<file path="src/rtl/blood_type_encoder.sv">
// Serial blood-type entry: captures anti-A, anti-B and anti-D results into a 3-bit code.
// Optional double-entry confirmation is enabled with `define BLOOD_CONFIRM_EN.
//
// state  | meaning
// IDLE   | waiting for start
// GET_A  | waiting for anti-A result (code bit 2)
// GET_B  | waiting for anti-B result (code bit 1)
// GET_D  | waiting for anti-D result (code bit 0)
// GET_A2 | confirm anti-A entry (BLOOD_CONFIRM_EN only)
// GET_B2 | confirm anti-B entry (BLOOD_CONFIRM_EN only)
// GET_D2 | confirm anti-D entry (BLOOD_CONFIRM_EN only)
// HOLD   | code presented, waiting for typeReady
// ERR    | timeout or confirm mismatch, waiting for start
module blood_type_encoder #(
  parameter int TIMEOUT_CYCLES = 1000,
  parameter int CNT_W          = 10
) (
  input  logic       clk,
  input  logic       rstN,
  input  logic       start,
  input  logic       testValid,
  input  logic       testBit,
  input  logic       typeReady,
  output logic [2:0] bloodType,
  output logic       typeValid,
  output logic       busy,
  output logic       error
);

  typedef enum logic [3:0] {
    IDLE  = 4'd0,
    GET_A = 4'd1,
    GET_B = 4'd2,
    GET_D = 4'd3,
    HOLD  = 4'd4,
    ERR   = 4'd5
`ifdef BLOOD_CONFIRM_EN
    ,
    GET_A2 = 4'd6,
    GET_B2 = 4'd7,
    GET_D2 = 4'd8
`endif
  } stateT;

  localparam logic [CNT_W-1:0] CNT_TERM = CNT_W'(TIMEOUT_CYCLES - 1);

  stateT            state, stateNext;
  logic [CNT_W-1:0] cnt, cntNext;
  logic [2:0]       cap, capNext;
  logic [2:0]       typeNext;
  logic             inGet;

  always_ff @(posedge clk or negedge rstN) begin
    if (!rstN) begin
      state     <= IDLE;
      cnt       <= '0;
      cap       <= '0;
      bloodType <= '0;
    end else begin
      state     <= stateNext;
      cnt       <= cntNext;
      cap       <= capNext;
      bloodType <= typeNext;
    end
  end

  always_comb begin
    inGet = 1'b0;
    case (state)
      GET_A, GET_B, GET_D: inGet = 1'b1;
`ifdef BLOOD_CONFIRM_EN
      GET_A2, GET_B2, GET_D2: inGet = 1'b1;
`endif
      default: inGet = 1'b0;
    endcase
  end

  always_comb begin
    stateNext = state;
    cntNext   = cnt;
    capNext   = cap;
    typeNext  = bloodType;

    if (state == IDLE || state == ERR) begin
      if (start) begin
        stateNext = GET_A;
        capNext   = '0;
        cntNext   = '0;
      end
    end else if (state == HOLD) begin
      if (typeReady) stateNext = IDLE;
    end else if (inGet) begin
      if (start) begin
        stateNext = GET_A;
        capNext   = '0;
        cntNext   = '0;
      end else if (testValid) begin
        cntNext = '0;
        case (state)
`ifdef BLOOD_CONFIRM_EN
          GET_A: begin
            capNext[2] = testBit;
            stateNext  = GET_A2;
          end
          GET_A2: stateNext = (testBit == cap[2]) ? GET_B : ERR;
          GET_B: begin
            capNext[1] = testBit;
            stateNext  = GET_B2;
          end
          GET_B2: stateNext = (testBit == cap[1]) ? GET_D : ERR;
          GET_D: begin
            capNext[0] = testBit;
            stateNext  = GET_D2;
          end
          GET_D2: begin
            if (testBit == cap[0]) begin
              typeNext  = cap;
              stateNext = HOLD;
            end else begin
              stateNext = ERR;
            end
          end
`else
          GET_A: begin
            capNext[2] = testBit;
            stateNext  = GET_B;
          end
          GET_B: begin
            capNext[1] = testBit;
            stateNext  = GET_D;
          end
          GET_D: begin
            capNext[0] = testBit;
            // Code is loaded on the same edge as the HOLD transition.
            typeNext   = {cap[2:1], testBit};
            stateNext  = HOLD;
          end
`endif
          default: stateNext = state;
        endcase
      end else if (cnt == CNT_TERM) begin
        stateNext = ERR;
        cntNext   = '0;
      end else begin
        cntNext = cnt + CNT_W'(1);
      end
    end
  end

  assign busy      = inGet;
  assign typeValid = (state == HOLD);
  assign error     = (state == ERR);

endmodule

</file>
<file path="config.mk">
export PLATFORM = sky130hd
export DESIGN_NAME = blood_type_encoder
export DESIGN_NICKNAME = d
export VERILOG_FILES = /design/src/rtl/blood_type_encoder.sv
export SDC_FILE = /design/constraint.sdc
export NUM_CORES = 1
export LEC_CHECK = 0
export ABC_AREA = 1
export CAP_MARGIN = 20
export CORE_UTILIZATION = 35
export DETAILED_ROUTE_END_ITERATION = 8
export DONT_BUFFER_PORTS = 1
export PLACE_DENSITY = 0.47
export SYNTH_ARGS = -nofsm -noshare
export SYNTH_HDL_FRONTEND = slang
export SYNTH_SLANG_ARGS = --single-unit
</file>
<file path="constraint.sdc">
create_clock -name clk -period 2.1 [get_ports clk]
set_input_delay 0.63 -clock clk [delete_from_list [all_inputs] [get_ports clk]]
set_output_delay 0.63 -clock clk [all_outputs]
set_load 0.02 [all_outputs]
</file>
==> results of run 1 <==
per-layer routing:
| metal | up-vias | track usage (%) | part of all wire, % |
|---|---|---|---|
| met5 | - | 0 | 0 |
| met2 | 16 | 27.4 | 45 |
| li1 | 503 | - | - |
| met4 | 0 | 5.23 | 1.4 |
| met3 | 4 | 2.72 | 4.0 |
| met1 | 432 | 21.4 | 50 |
sequential cells by signal, summed over array words and instances, names as in the netlist:
register / cells
state: 3
cnt: 10
cap: 2
bloodType: 3
stage by stage:
stage	cells	setup slack (ns)
6_report	190	0.153
5_1_grt	190	0.0821
4_1_cts	189	0.128
3_5_place_dp	184	0.483
3_3_place_gp	184	0.485
2_1_floorplan	152	0.462
placed cells by master (no fill, tap or decap), types with 2 or more instances in the layout:
master	netlist	final
nand2_2	2	2
dlygate4sd3_1	0	2
o21ai_1	2	2
a21oi_1	2	2
nor3_1	3	3
mux2_2	3	3
a21oi_2	2	2
inv_1	18	18
dfrtp_1	18	18
nor2_1	13	13
buf_4	0	2
nand3b_1	3	3
o21ai_0	6	6
nand3_1	23	23
nand2_1	51	51
clkbuf_4	0	3
cells by family after synthesis:
kind of cell / Yosys count / share of synthesized area [%]
mux: 3 / 3.15
simple gates: 97 / 38.9
compound gates: 13 / 7.11
fa+ha+maj: 1 / 1.17
buf+inv: 20 / 7.69
flops: 18 / 42.0
power by group through the flow:
stage | clock network, mW | registers [mW] | logic (mW)
floorplan | 0 | 0.519 | 0.442
global placement | 0 | 0.533 | 0.530
detailed placement | 0 | 0.536 | 0.533
CTS | 0.232 | 0.528 | 0.541
global route | 0.243 | 0.539 | 0.617
finish | 0.221 | 0.526 | 0.536
cell type report:
cell class,instances,area [µm²]
fill,310,1660
multi-input combinational,114,541
sequential,18,450
inverter,19,71.3
tap,31,38.8
clock buffer,4,36.3
timing repair buffer,4,35.0
synthesized netlist by cell type:
master     n  area, µm²
nand2_1   51        191
nand3_1   23        115
dfrtp_1   18        450
inv_1     18       67.6
nor2_1    13       48.8
o21ai_0    6       30.0
mux2_2     3       33.8
nand3b_1   3       22.5
nor3_1     3       15.0
a21oi_1    2       10.0
a21oi_2    2       17.5
nand2_2    2       12.5
o21ai_1    2       10.0
buf_6      1       11.3
ha_1       1       12.5
inv_2      1       3.75
nand4_1    1       6.26
nor2_2     1       6.26
o21ai_2    1       8.76
final timing paths:
path / depth (start not counted) / endpoint / slack, ns
min in group asynchronous: 1 / cnt[0] / 0.68
max reg2reg: 8 / cnt[7] / 0.56
max in group asynchronous: 1 / cnt[4] / 1.06
min reg2reg: 2 / cap[1] / 0.51
max: 3 / error / 0.15
min: 1 / bloodType[0] / 0.47
==> results.cfg, run 1 <==
[sta]
final_hold_viol_count = 0
rsz0062_at_grt = false
whs_ns = 0.471
setup_tns_ns = 0
drv_slew = 0
tightest_slew_ns = 0.490
finalSetupViolCount = 0
fin_skew_ns = 0.00420
max_freq_mhz = 514
min_period_ns = 1.95
relSlewSlack_pct = 67.2
period_share_pct = 92.7

[route]
avgViaCountPerCell = 5.03
drt_iter0_markers = 35
via_count = 955
wl_per_cell_um = 12.4
drt-total-wl_um = 2360
drt_first_pass_iters = 4
antenna_left = 0
route.detailed.drc = 0

[power]
peakVddDrop_mv = 0.572
power_mw = 1.28
leakage_nw = 0.605
pwr-share-seq_pct = 41.0
p_switching_mw = 0.585
internal-power_mw = 0.699
p_comb_share_pct = 41.8
swShare_pct = 45.6
p_per_area_nw_per_um2 = 1090
clockPowerShare_pct = 17.2

[floorplanning]
die_area_um2 = 3290
die_y_um = 57.4
rows = 19
dieWidth_um = 57.4
initial_core_util_pct = 37.9
design.portCount = 12
core_um2 = 2830

[setup_path]
startpoint_type = flop
crit_chain = inv_1 -> nand2_1 -> nor2_1
path_delay_family = flip-flops
crit_fanout = 6
end_kind = output pin
cp_slowest_cell = dfrtp_1
startpoint = state[1]
cpPeakStageDelay_ns = 0.43
crit_buf_inv = 1
arrival_ns = 1.32
reg2reg_from = state[0]
crit_type = reg2out
required_ns = 1.47

[global_routing]
first_global_vias = 953
grt_pass1_wl_um = 4150
gr-usage-all-layers_pct = 16.3
grt_remaining_overflow = 0
grt_antenna_before_repair = 0
grt_max_degree = 12

[hold_path]
hp-class = in2reg
min-delay-start = testBit

[place]
io_buffers = 0
dp_hpwl_um = 1750
placed_area_um2 = 1120
gpl.final_weighted_congestion = 0.772

[clock_tree]
cts_resized = 0
post-cts-setup-buffers = 0
clk_latency_ns = 0.30
cts_hold_buf = 1
clockBufferDepth = 2
cts.sinks = 18
clkTransAtPathRegs_ns = 0.11
cts_tree = built
htree_levels = 1
cts_buffers = 3
cts.root.buffer_cell = clkbuf_4

[finish]
nets = 167
layout-drive-gt1-share_pct = 10.1
fin_util_pct = 41.4
final_area_um2 = 1170
antenna_cells = 0
syn_to_final_growth_pct = 9.21

[yosys]
synth_area_um2 = 1070
ys_seq_elements = 18
synth.avg_cell_area_um2 = 7.06
syn_nets = 159
yosysWarnings = 0
synth_seq_area_share_pct = 42.0
synth.distinct_cells = 19
syn-instance-count = 152

[run_status]
status = finished, final reports clean

[flow_run]
maxCapViolations = 0
No activity file was read; power rests on OpenSTA's default activity.
==> run 2: changes to the inputs <==
CORE_ASPECT_RATIO = 1.5   (was default)
CORE_UTILIZATION = 40   (was 35)
PLACE_DENSITY = 0.52   (was 0.47)
REMOVE_ABC_BUFFERS = 1   (was default)
==> run 2 against run 1 <==
  * Clock skew is 0.0024 ns higher
  * Die area is 12% lower
  * First-iteration DRC count is 34% lower
  * Combinational power is 4% lower
  * Core utilization is 5.3 points higher
  * Clock power hardly changed
  * Count of clock-buffer cells in the layout stayed put
==> results.cfg, run 2 (synthesis gave the netlist of run 1 again) <==
[sta]
period_share_pct = 95.0
drv_slew = 0
tightest_slew_ns = 0.454
relSlewSlack_pct = 69.6
rsz0062_at_grt = false
whs_ns = 0.473
min_period_ns = 2.00
fin_skew_ns = 0.00659
final_hold_viol_count = 0
finalSetupViolCount = 0
max_freq_mhz = 501
setup_tns_ns = 0

[clock_tree]
htree_levels = 1
cts.sinks = 18
cts.root.buffer_cell = clkbuf_4
clkTransAtPathRegs_ns = 0.11
cts_tree = built
cts_resized = 0
cts_buffers = 3
clk_latency_ns = 0.30
clockBufferDepth = 2

[global_routing]
grt_pass1_wl_um = 4140
grt_max_degree = 12
grt_remaining_overflow = 0
grt_antenna_before_repair = 0
gr-usage-all-layers_pct = 19.4
first_global_vias = 1007

[setup_path]
end_kind = output pin
crit_buf_inv = 1
path_delay_family = flip-flops
startpoint_type = flop
crit_type = reg2out
crit_fanout = 6
cp_slowest_cell = dfrtp_1
r2r_cells = 6
crit_chain = inv_1 -> nand2_1 -> nor2_1
rrSetupSlack_ns = 0.49
r2r-end = cnt[2]
arrival_ns = 1.37
cpPeakStageDelay_ns = 0.45
required_ns = 1.47
reg2reg_from = state[1]

[finish]
nets = 166
largest_register = cnt
antenna_cells = 0
largest_register_ffs = 10
layout-drive-gt1-share_pct = 9.49
syn_to_final_growth_pct = 9.09
final_common_cell = nand2_1
mostFrequentLayoutCells = 51 x nand2_1, 23 x nand3_1, 18 x inv_1, 18 x dfrtp_1, 13 x nor2_1
reg_top3 = cnt: 10 flops, bloodType: 3 flops, state: 3 flops
final_area_um2 = 1170

[floorplanning]
die_area_um2 = 2900
rows = 22
die_y_um = 65.5
design.portCount = 12
initial_core_util_pct = 42.9
dieWidth_um = 44.3
core_um2 = 2500

[power]
power_mw = 1.27
peakVddDrop_mv = 0.594
leakage_nw = 0.600
p_per_area_nw_per_um2 = 1080

[route]
drt_iter0_markers = 23
drt_first_pass_iters = 4
route.detailed.drc = 0
via_count = 955
drt-total-wl_um = 2330
antenna_left = 0
wl_per_cell_um = 12.0
avgViaCountPerCell = 4.92

[hold_path]
hold-path-endpoint = bloodType[0]
min-delay-start = testBit
hp-class = in2reg
min_path_cells = 1

[place]
gpl.final_weighted_congestion = 0.798
io_buffers = 0
dp_hpwl_um = 1790
placed_area_um2 = 1110

[flow_run]
maxCapViolations = 0

[run_status]
status = finished, final reports clean
-- run 2: cell count changes in the layout (fill, tap and decap cells not counted), sizes merged --
| cell | before | now |
|---|---|---|
| buf | 2 | 1 |
-- run 2: layer usage --
metal,vias to the layer above,track usage (%),routed length [µm]
met5,-,0,0
met4,0,10.2,66
met3,7,1.65,53
met2,14,33.8,1240
met1,432,22.7,970
li1,502,-,-
-- run 2: layout make-up --
cell class / count / area, µm²
Clock buffer: 4 / 36.3
Fill cell: 256 / 1330
Inverter: 19 / 71.3
Multi-Input combinational cell: 114 / 541
Sequential cell: 18 / 450
Tap cell: 36 / 45.0
Timing Repair Buffer: 3 / 27.5
-- run 2: power breakdown --
group          switching, mW  total (mW)  internal [mW]
Combinational          0.362       0.517          0.155
Clock                  0.116       0.222          0.106
Sequential             0.105       0.529          0.424
Total                  0.583        1.27          0.684
-- run 2: worst max-delay path by stage --
| stage | start | to | slack, ns | depth (start not counted) |
|---|---|---|---|---|
| 3_3_place_gp | state[1] | error | 0.44 | 3 |
| 2_1_floorplan | state[0] | typeValid | 0.46 | 1 |
| 4_1_cts | state[1] | error | 0.09 | 3 |
| 5_1_grt | state[1] | error | 0.005 | 3 |
| 6_report | state[1] | error | 0.10 | 3 |
| 3_5_place_dp | state[1] | error | 0.44 | 3 |
-- run 2: through the flow --
stage | utilization, % | cells | worst slack, ns
after floorplan | - | 151 | 0.462
after detailed placement | 44.5 | 188 | 0.442
after global placement | 44.5 | 188 | 0.444
final | 46.8 | 194 | 0.104
after global routing | 46.8 | 194 | 0.00498
after CTS | 46.4 | 193 | 0.0915
-- run 2: timing repair --
action | CTS | global route
buffers inserted | 0 | 0
hold endpoints to repair | 8 | 10
hold buffers | 1 | 1
